<file path="src/rtl/router_pkg.sv">
// ---------------------------------------------------------------------------
// router_pkg
// Shared definitions for the router packet FIFO slice.
//
// Contents:
//   PAYLOAD_LEN_LSB : bit position where payload_len starts inside a header
//   ADDR_W          : width of the destination address field of a header
//   ptr_width()     : pointer width for a FIFO of a given depth
//   payload_len()   : extracts payload_len from a header word of width dataW
// ---------------------------------------------------------------------------
package router_pkg;

  localparam int ADDR_W          = 2;
  localparam int PAYLOAD_LEN_LSB = ADDR_W;

  // Pointer width for a power-of-two FIFO. A depth of 1 still needs one bit
  // so that the pointer declarations stay legal.
  function automatic int ptr_width(input int depth);
    return (depth <= 1) ? 1 : $clog2(depth);
  endfunction

  // A header is laid out as {payload_len, addr}. Bits above dataW are masked
  // off so callers can pass any zero-extended word.
  function automatic logic [31:0] payload_len(input logic [63:0] hdr,
                                              input int          dataW);
    logic [63:0] masked;
    masked = hdr & ((64'd1 << dataW) - 64'd1);
    return 32'(masked >> PAYLOAD_LEN_LSB);
  endfunction

endpackage

</file>
<file path="src/rtl/router_fifo_mem.sv">
// ---------------------------------------------------------------------------
// router_fifo_mem
// Dual-port storage array for router_pkt_fifo. Synchronous write, registered
// read. The read register always holds the word at i_raddr as seen after the
// current edge, so the owner drives i_raddr with the *next* read pointer and
// finds the head-of-queue word waiting in o_rdata one cycle later.
//
// Ports:
//   clk     in   clock
//   rstn    in   asynchronous active-low reset (read register only)
//   i_we    in   write enable
//   i_waddr in   write address
//   i_wdata in   write data
//   i_raddr in   read address for the next registered read
//   o_rdata out  registered read data
// ---------------------------------------------------------------------------
module router_fifo_mem #(
  parameter int WIDTH = 9,
  parameter int DEPTH = 16,
  parameter int AW    = 4
) (
  input  logic             clk,
  input  logic             rstn,
  input  logic             i_we,
  input  logic [AW-1:0]    i_waddr,
  input  logic [WIDTH-1:0] i_wdata,
  input  logic [AW-1:0]    i_raddr,
  output logic [WIDTH-1:0] o_rdata
);

  logic [WIDTH-1:0] r_mem [DEPTH];
  logic [WIDTH-1:0] r_rdata;

  // Storage array: written on accepted pushes only, never reset or cleared.
  always_ff @(posedge clk) begin
    if (i_we) begin
      r_mem[i_waddr] <= i_wdata;
    end
  end

  // Registered read. When the word being written lands on the address being
  // read, the new data is forwarded so a push into an empty FIFO shows up at
  // the head immediately after the write edge.
  always_ff @(posedge clk or negedge rstn) begin
    if (!rstn) begin
      r_rdata <= '0;
    end else if (i_we && (i_waddr == i_raddr)) begin
      r_rdata <= i_wdata;
    end else begin
      r_rdata <= r_mem[i_raddr];
    end
  end

  assign o_rdata = r_rdata;

endmodule

</file>
<file path="src/rtl/router_pkt_fifo.sv">
// ---------------------------------------------------------------------------
// router_pkt_fifo
// Packet-aware output FIFO between the router register stage and an output
// port. Each word is stored together with its header flag. Independent
// trackers on the write and read sides follow packet boundaries, so the FIFO
// can count complete packets held and flag the parity byte when it is popped.
//
// Parameters:
//   DATA_W   : data width, header = {payload_len[DATA_W-1:2], addr[1:0]}
//   DEPTH    : number of entries, power of two, >= 4
//   AFULL_TH : almost_full asserts when count >= AFULL_TH
//
// Ports:
//   clk          in   clock
//   rstn         in   asynchronous active-low reset
//   soft_rst     in   synchronous flush, wins over same-cycle read/write
//   wt_en        in   write request, accepted when not full
//   rd_en        in   read request, accepted when not empty
//   lfd_state    in   data_in is a header byte
//   data_in      in   write data
//   d_out        out  registered read data, holds between pops
//   d_valid      out  one-cycle pulse: d_out was popped on the last edge
//   d_hdr        out  d_out is a header byte
//   d_eop        out  d_out is the parity (last) byte of a packet
//   empty        out  count == 0
//   full         out  count == DEPTH
//   almost_full  out  count >= AFULL_TH
//   count        out  words stored
//   pkt_cnt      out  complete packets stored
// ---------------------------------------------------------------------------
module router_pkt_fifo
  import router_pkg::*;
#(
  parameter int DATA_W   = 8,
  parameter int DEPTH    = 16,
  parameter int AFULL_TH = DEPTH - 2
) (
  input  logic                       clk,
  input  logic                       rstn,
  input  logic                       soft_rst,
  input  logic                       wt_en,
  input  logic                       rd_en,
  input  logic                       lfd_state,
  input  logic [DATA_W-1:0]          data_in,
  output logic [DATA_W-1:0]          d_out,
  output logic                       d_valid,
  output logic                       d_hdr,
  output logic                       d_eop,
  output logic                       empty,
  output logic                       full,
  output logic                       almost_full,
  output logic [$clog2(DEPTH):0]     count,
  output logic [$clog2(DEPTH):0]     pkt_cnt
);

  localparam int AW = ptr_width(DEPTH);
  localparam int CW = $clog2(DEPTH) + 1;
  localparam int RW = DATA_W - 1;

  logic [AW-1:0]     r_wrPtr;
  logic [AW-1:0]     r_rdPtr;
  logic [AW-1:0]     w_rdPtrNext;
  logic [CW-1:0]     r_count;
  logic [CW-1:0]     r_pktCnt;
  logic [RW-1:0]     r_wrRem;
  logic [RW-1:0]     r_rdRem;
  logic [RW-1:0]     w_wrLen;
  logic [RW-1:0]     w_rdLen;
  logic [DATA_W:0]   w_head;
  logic              w_headHdr;
  logic [DATA_W-1:0] w_headData;
  logic              w_wrAcc;
  logic              w_rdAcc;
  logic              w_memWe;
  logic              w_wrDone;
  logic              w_rdDone;
  logic              w_retire;
  logic [DATA_W-1:0] r_dOut;
  logic              r_dValid;
  logic              r_dHdr;
  logic              r_dEop;

  // Status flags all come straight from the registered word count, so they
  // describe the FIFO as it stands at the start of the cycle.
  assign empty       = (r_count == '0);
  assign full        = (r_count == CW'(DEPTH));
  assign almost_full = (r_count >= CW'(AFULL_TH));

  assign w_wrAcc = wt_en && !full;
  assign w_rdAcc = rd_en && !empty;
  assign w_memWe = w_wrAcc && !soft_rst;

  assign w_headHdr  = w_head[DATA_W];
  assign w_headData = w_head[DATA_W-1:0];

  // Remaining-byte reload values: payload bytes plus the trailing parity.
  assign w_wrLen = RW'(payload_len(64'(data_in), DATA_W)) + RW'(1);
  assign w_rdLen = RW'(payload_len(64'(w_headData), DATA_W)) + RW'(1);

  // The non-header byte that brings a tracker from 1 to 0 is the parity
  // byte and closes the packet on that side.
  assign w_wrDone = w_wrAcc && !lfd_state && (r_wrRem == RW'(1));
  assign w_rdDone = w_rdAcc && !w_headHdr && (r_rdRem == RW'(1));
  assign w_retire = w_rdDone && (r_pktCnt != '0);

  // The memory read register is fed with the pointer it will hold after this
  // edge, which keeps the head-of-queue word ready for the next pop.
  always_comb begin
    w_rdPtrNext = r_rdPtr;
    if (soft_rst) begin
      w_rdPtrNext = '0;
    end else if (w_rdAcc) begin
      w_rdPtrNext = r_rdPtr + AW'(1);
    end
  end

  router_fifo_mem #(
    .WIDTH (DATA_W + 1),
    .DEPTH (DEPTH),
    .AW    (AW)
  ) u_mem (
    .clk     (clk),
    .rstn    (rstn),
    .i_we    (w_memWe),
    .i_waddr (r_wrPtr),
    .i_wdata ({lfd_state, data_in}),
    .i_raddr (w_rdPtrNext),
    .o_rdata (w_head)
  );

  // Pointers and word count. A simultaneous accepted push and pop moves both
  // pointers and leaves the count alone.
  always_ff @(posedge clk or negedge rstn) begin
    if (!rstn) begin
      r_wrPtr <= '0;
      r_rdPtr <= '0;
      r_count <= '0;
    end else if (soft_rst) begin
      r_wrPtr <= '0;
      r_rdPtr <= '0;
      r_count <= '0;
    end else begin
      r_rdPtr <= w_rdPtrNext;
      if (w_wrAcc) begin
        r_wrPtr <= r_wrPtr + AW'(1);
      end
      case ({w_wrAcc, w_rdAcc})
        2'b10:   r_count <= r_count + CW'(1);
        2'b01:   r_count <= r_count - CW'(1);
        default: r_count <= r_count;
      endcase
    end
  end

  // Packet trackers. A header always reloads, which silently abandons any
  // packet still in progress on that side. Stray non-header bytes seen with
  // the tracker at zero are stored but not counted toward any packet.
  always_ff @(posedge clk or negedge rstn) begin
    if (!rstn) begin
      r_wrRem <= '0;
      r_rdRem <= '0;
    end else if (soft_rst) begin
      r_wrRem <= '0;
      r_rdRem <= '0;
    end else begin
      if (w_wrAcc) begin
        if (lfd_state) begin
          r_wrRem <= w_wrLen;
        end else if (r_wrRem != '0) begin
          r_wrRem <= r_wrRem - RW'(1);
        end
      end
      if (w_rdAcc) begin
        if (w_headHdr) begin
          r_rdRem <= w_rdLen;
        end else if (r_rdRem != '0) begin
          r_rdRem <= r_rdRem - RW'(1);
        end
      end
    end
  end

  // Complete-packet count. A retire with nothing counted is dropped so an
  // abandoned or flushed packet can never drive the count below zero.
  always_ff @(posedge clk or negedge rstn) begin
    if (!rstn) begin
      r_pktCnt <= '0;
    end else if (soft_rst) begin
      r_pktCnt <= '0;
    end else begin
      case ({w_wrDone, w_retire})
        2'b10:   r_pktCnt <= r_pktCnt + CW'(1);
        2'b01:   r_pktCnt <= r_pktCnt - CW'(1);
        default: r_pktCnt <= r_pktCnt;
      endcase
    end
  end

  // Read-side output register. The popped word and its header/parity flags
  // are captured together and held until the next pop; only d_valid pulses.
  always_ff @(posedge clk or negedge rstn) begin
    if (!rstn) begin
      r_dOut   <= '0;
      r_dValid <= 1'b0;
      r_dHdr   <= 1'b0;
      r_dEop   <= 1'b0;
    end else if (soft_rst) begin
      r_dOut   <= '0;
      r_dValid <= 1'b0;
      r_dHdr   <= 1'b0;
      r_dEop   <= 1'b0;
    end else if (w_rdAcc) begin
      r_dOut   <= w_headData;
      r_dValid <= 1'b1;
      r_dHdr   <= w_headHdr;
      r_dEop   <= w_rdDone;
    end else begin
      r_dValid <= 1'b0;
    end
  end

  assign d_out   = r_dOut;
  assign d_valid = r_dValid;
  assign d_hdr   = r_dHdr;
  assign d_eop   = r_dEop;
  assign count   = r_count;
  assign pkt_cnt = r_pktCnt;

endmodule

</file>
<file path="config.mk">
export PLATFORM = sky130hd
export DESIGN_NAME = router_pkt_fifo
export DESIGN_NICKNAME = d
export VERILOG_FILES = /design/src/rtl/router_pkg.sv /design/src/rtl/router_fifo_mem.sv /design/src/rtl/router_pkt_fifo.sv
export SDC_FILE = /design/constraint.sdc
export NUM_CORES = 1
export LEC_CHECK = 0
export BUFFER_PORTS_ARGS = -buffer_cell sky130_fd_sc_hd__buf_2
export CAP_MARGIN = 20
export CORE_MARGIN = 5
export CORE_UTILIZATION = 31
export CTS_CLUSTER_SIZE = 16
export DETAILED_ROUTE_END_ITERATION = 10
export GPL_ROUTABILITY_DRIVEN = 1
export PLACE_DENSITY = 0.5
export REMOVE_ABC_BUFFERS = 1
export SYNTH_ARGS = -nofsm -noshare
export SYNTH_HDL_FRONTEND = slang
export SYNTH_SLANG_ARGS = --single-unit
</file>
<file path="constraint.sdc">
create_clock -name clk -period 3 [get_ports clk]
set_clock_uncertainty 0.2 [all_clocks]
set_input_delay 0.6 -clock clk [delete_from_list [all_inputs] [get_ports clk]]
set_output_delay 0.6 -clock clk [all_outputs]
set_load 0.005 [all_outputs]
</file>
# After elaboration in Yosys (flattened, before gate mapping)
# Memory sizes are Yosys's and may differ from the RTL's. A register that Yosys moved wholly into a read port is not among the register bits.
# Index checks and enable logic that the tools add are counted.
# totals
regBits	43
ram_bits	144
inputBits	14
output_inout_bits	24
elab_cells	82
memories	1
# classes
add_sub_neg	10
n_lt_le_gt_ge	1
n_eq_ne	7
mux	27
reduce_logical	26
# memory_table
memory	words	word_bits	read_ports	rd_ports_with_merged_regs	write_ports	line_no	source
u_mem.r_mem	16	9	1	1	1	router_fifo_mem.sv:31	logic [WIDTH-1:0] r_mem [DEPTH];
# op_table
cell	n
two-way mux 7 bit	8
two-way mux 4 bit	5
one-hot mux 5 bit (2 select lines)	2
two-way mux 8 bit	2
adder 6 x 1 -> 7 bit, second input constant	2
equality test 7 x 1 -> 1 bit, second input constant	2
nonzero test 7 bit	2
subtractor 7 x 1 -> 7 bit, second input constant	2
nonzero test 3 bit	4
adder 5 x 1 -> 5 bit, second input constant	2
two-way mux 5 bit	2
subtractor 5 x 1 -> 5 bit, second input constant	2
adder 4 x 1 -> 4 bit, second input constant	2
logical AND 1 bit	8
two-way mux 1 bit	8
zero test 1 bit	6
equality test 5 bit, second input constant	1
greater-or-equal comparator 5 x 4 -> 1 bit, second input constant	1
zero test 5 bit	1
nonzero test 5 bit	1
equality test 2 x 1 -> 1 bit, second input constant	2
equality test 2 bit, second input constant	2
AND reduction 2 bit	2
nonzero test 2 bit	2

# Depth between registers and ports, before layout
# depth
depth_word	9
depth_mapped	13
depth_no_buf	13

# Modules after synthesis
# Synthesis repeated with hierarchy kept, for this count alone.
# unflattened
cells_unflattened	576
hier_area_um2	8814.7
# by_module_without_submodules
mod	instances	cells_each	area_each_um2
router_fifo_mem	1	267	6085.8
router_pkt_fifo	1	309	2728.9

# Worst setup path before layout
# Ideal clock, no wire load.
# synth_path
kind	flip-flop to flip-flop
start	reg r_count[0], in the netlist count[0]
end	reg r_count[4], in the netlist count[4]
setup_time_ns	0.132
t_arrival_ns	2.712
required_ns	2.668
setup_slack_ns	-0.044
stages_incl_launch_ff	12
period_less_slack_ns	3.044
cell_sequence	dfrtp_1 buf_6 or4_1 o21ai_1 nand2_1 inv_1 ha_1 a21o_1 a21oi_1 mux2i_1 xnor2_1 nor2_1
# synth_between
elab_chain_len	6
# synth_lines
item	line_no	source
start: declaration	router_pkt_fifo.sv:63	logic [CW-1:0] r_count;
start signal: assignment	router_pkt_fifo.sv:148	2'b10: r_count <= r_count + CW'(1);
start signal: assignment	router_pkt_fifo.sv:149	2'b01: r_count <= r_count - CW'(1);
start signal: assignment	router_pkt_fifo.sv:150	default: r_count <= r_count;
equality test 5 bit or zero test 5 bit (tied branches)	router_pkt_fifo.sv:86, router_pkt_fifo.sv:85	
zero test 1 bit, on equally long branches	router_pkt_fifo.sv:89, router_pkt_fifo.sv:90	
logical AND 1 bit, on equally long branches	router_pkt_fifo.sv:89, router_pkt_fifo.sv:90	
equality test 2 x 1 -> 1 bit or equality test 2 bit (tied branches)	router_pkt_fifo.sv:147	case ({w_wrAcc, w_rdAcc})
one-hot mux 5 bit (2 select lines)	router_pkt_fifo.sv:147	
two-way mux 5 bit	router_pkt_fifo.sv:138	end else if (soft_rst) begin
# Several ways; a longest one is shown, not always the timed one.
# A chain may end at the register's enable or synchronous reset.

# Final worst setup path
# layout_path
start	reg r_count[2], in the netlist count[2]
end	reg u_mem.r_rdata[1], in the netlist u_mem.o_rdata[1] (read register of u_mem.r_mem)
# layout_between
elab_chain_len	5
# layout_lines
item	line_no	source
zero test 5 bit	router_pkt_fifo.sv:85	assign empty = (r_count == '0);
zero test 1 bit	router_pkt_fifo.sv:90	assign w_rdAcc = rd_en && !empty;
logical AND 1 bit	router_pkt_fifo.sv:90	
two-way mux 4 bit	router_pkt_fifo.sv:112	end else if (w_rdAcc) begin
two-way mux 4 bit	router_pkt_fifo.sv:110	if (soft_rst) begin
end: declaration	router_fifo_mem.sv:32	logic [WIDTH-1:0] r_rdata;
# Every way passes these cells.

==> impl_metrics.yaml <==
clock_tree:
  ctsHtreeMaxLevel: 4
  clkSlewWorstSetupHoldPaths_ps: 80
  cts_root_buf: "clkbuf_16"
  cts_buffers: 17
  cts_sinks: 196
  cts_tree: "built"
  clock_latency_ps: 440
  clockBufferDepth: 2
yosys:
  syn_area_um2: 10100
  yosys_warnings: 0
  synthArstFlopShare_pct: 26.5
  yosysTopAreaCell: "edfxtp_1"
  yosysUniqueCellTypes: 55
  synth_edf_count: 144
  synth.ff_latch_count: 196
  synth_cells: 940
  synth_flop_cell: "edfxtp_1"
  synth.top_cell.area_share_pct: 42.9
  avgSynthCellArea_um2: 10.7
  yosys-top-cells-area: "edfxtp_1, dfrtp_1, nor2_1"
  ys_seq_area_share_pct: 55.8
routing:
  avgRoutedWirePerCell_um: 19.6
  dr.pass1.iters: 5
  drt_first_iter_violations: 699
  drc: 0
  via_per_inst: 5.11
  vias: 7574
  routed_wl_um: 29100
  postRouteAntennaNets: 0
layout:
  nets: 1063
  mostFrequentLayoutCells: "edfxtp_1, nor2_1, buf_4, a21oi_1, nand2_1"
  final_common_cell: "edfxtp_1"
  layout-drive-gt1-share_pct: 19.9
  stdcell_count: 1483
  n_antenna_cell: 0
  area_growth_pct: 19.6
min_path:
  hold_class: "reg -> reg"
critical_path:
  crit_slowest_cell: "dfrtp_2"
  crit_required_ps: 3100
  r2r-end: "u_mem.o_rdata[1]$_DFF_PN0_"
  cp-endpoint: "u_mem.o_rdata[1]$_DFF_PN0_"
  slowest_delay_ps: 460
  reg2reg_from: "count[2]$_DFFE_PN0P_"
  reg2reg_slack_ps: 80
  crit_path_max_fanout: 17
  worstPathArrival_ps: 3020
  path_class: "reg -> reg"
  r2r_cells: 9
  crit_path_end_kind: "flip-flop"
  cp-start-kind: "flip-flop"
  crit_chain: "o41ai_4 > buf_4 > nand3_1 > a21oi_2 > buf_12 > mux2i_1 > nor2_1 > o311a_1 > o31a_1"
  startpoint: "count[2]$_DFFE_PN0P_"
timing:
  fmax_ghz: 0.342
  drv_slew: 0
  whs_ps: 302
  rsz0062_at_grt: "false"
  finalHoldViolCount: 0
  worst_pin_slew_ps: 485
  finalCriticalPeriod_ps: 2920
  fin_crit_sh_pct: 97.4
  slew_headroom_pct: 67.6
  setup_viol: 0
  tns_ps: 0
grt:
  overflow: 0
  grt_max_degree: 87
  grt_pass1_vias: 7396
  grt_usage_pct: 16.3
  grt_pass1_wl_um: 45100
  antenna_found_initial: 0
power:
  p_per_area_nw_per_um2: 828
  vdd.ir_drop.worst_v: 0.000539
  p_leak_nw: 4.50
  power_mw: 9.99
floorplan:
  die_area_um2: 36200
  row_count: 66
  die-height_um: 190
  core_area_um2: 32400
  start_util_pct: 31.2
  io_pins: 38
  fp.dieW_um: 190
placement:
  io_buffers: 37
  hpwl_um: 20000
  place.gp.congestion: 0.876
  placed_cells: 1449
run_status:
  status: "complete, no violations"
job:
  drv_cap: 0
## routing by layer
metal | part of all wire (%) | GRT usage, % | vias up
met5 | 0 | 0 | -
met2 | 46 | 25.9 | 146
li1 | - | - | 3651
met1 | 48 | 23.4 | 3752
met3 | 3.8 | 2.69 | 25
met4 | 1.6 | 3.90 | 0
## through the flow
step | util (%) | worst slack (ps) | area [um2]
final | 37.3 | 78.1 | 12100
after global placement | 35.3 | -290 | 11400
after global routing | 37.3 | 5.30 | 12100
after floorplan | - | -2210 | 9810
after detailed placement | 35.3 | -241 | 11400
after CTS | 37.1 | 52.6 | 12000
## repair_timing
action | in CTS | in global routing
hold endpoints to repair | 15 | 0
hold buffers | 1 | 0
gates resized for setup | 3 | 10
setup buffers | 1 | 0
setup endpoints to repair | 6 | 6
pin swaps | 1 | 2
## cells by family (layout without fill, tap and decap cells)
family,Yosys count,count (layout),share of synthesized area [%]
buf+inv,86,187,3.45
compound gates,246,246,16.1
xor+xnor,27,27,2.48
mux,43,43,4.50
flops,196,196,55.8
simple gates,321,321,14.9
fa+ha+maj,21,21,2.75
## final cells by class
class / instances / area (um2)
fillers: 3169 / 20300
flip-flops and latches: 196 / 5630
multi-input cells: 658 / 4170
repair buffers: 135 / 1050
well taps: 442 / 553
clock buffers: 17 / 425
clock inverters: 15 / 154
inverters: 20 / 76.3
## where the power goes
part | internal [mW] | switching [mW]
registers | 3.16 | 0.231
logic | 1.83 | 2.51
clock network | 1.11 | 1.14
total | 6.11 | 3.89
## registers in the layout, summed over array words and instances (netlist names)
signal	cells
u_mem.r_mem	144
u_mem.o_rdata	9
d_out	8
r_rdRem	7
r_wrRem	7
count	5
pkt_cnt	5
r_rdPtr	4
r_wrPtr	4
d_eop	1
d_hdr	1
d_valid	1
## synth_stat cells (all sizes together) (14+ instances only)
cell type and n:
edfxtp 144, nor2 114, a21oi 77, nand2 70
dfrtp 52, clkbuf 45, o21ai 42, nor3 37
nand3 36, a211oi 31, mux2i 24, buf 21
a31oi 19, ha 19, inv 19, mux2 19
o211ai 19, nand2b 18, xnor2 17, nor2b 14
nor3b 14
## worst min-delay path by stage
stage	startpoint	to	slack, ps	depth (start not counted)
floorplan	rstn	count[0]$_DFFE_PN0P_	100	0
global placement	u_mem.o_rdata[1]$_DFF_PN0_	d_out[1]$_DFFE_PN0P_	290	2
detailed placement	u_mem.o_rdata[1]$_DFF_PN0_	d_out[1]$_DFFE_PN0P_	290	2
CTS	u_mem.o_rdata[1]$_DFF_PN0_	d_out[1]$_DFFE_PN0P_	300	2
global route	u_mem.o_rdata[1]$_DFF_PN0_	d_out[1]$_DFFE_PN0P_	320	2
finish	u_mem.o_rdata[1]$_DFF_PN0_	d_out[1]$_DFFE_PN0P_	300	2
## worst max-delay path, delay by kind of cell, from the launching register on
family,cells,cell delay [ps]
AOI/OAI and AO/OA,4,1280
DFF,1,460
buffers and inverters,2,380
muxes,1,250
and+or+nand+nor,2,200
(Power assumes the default switching activity.)
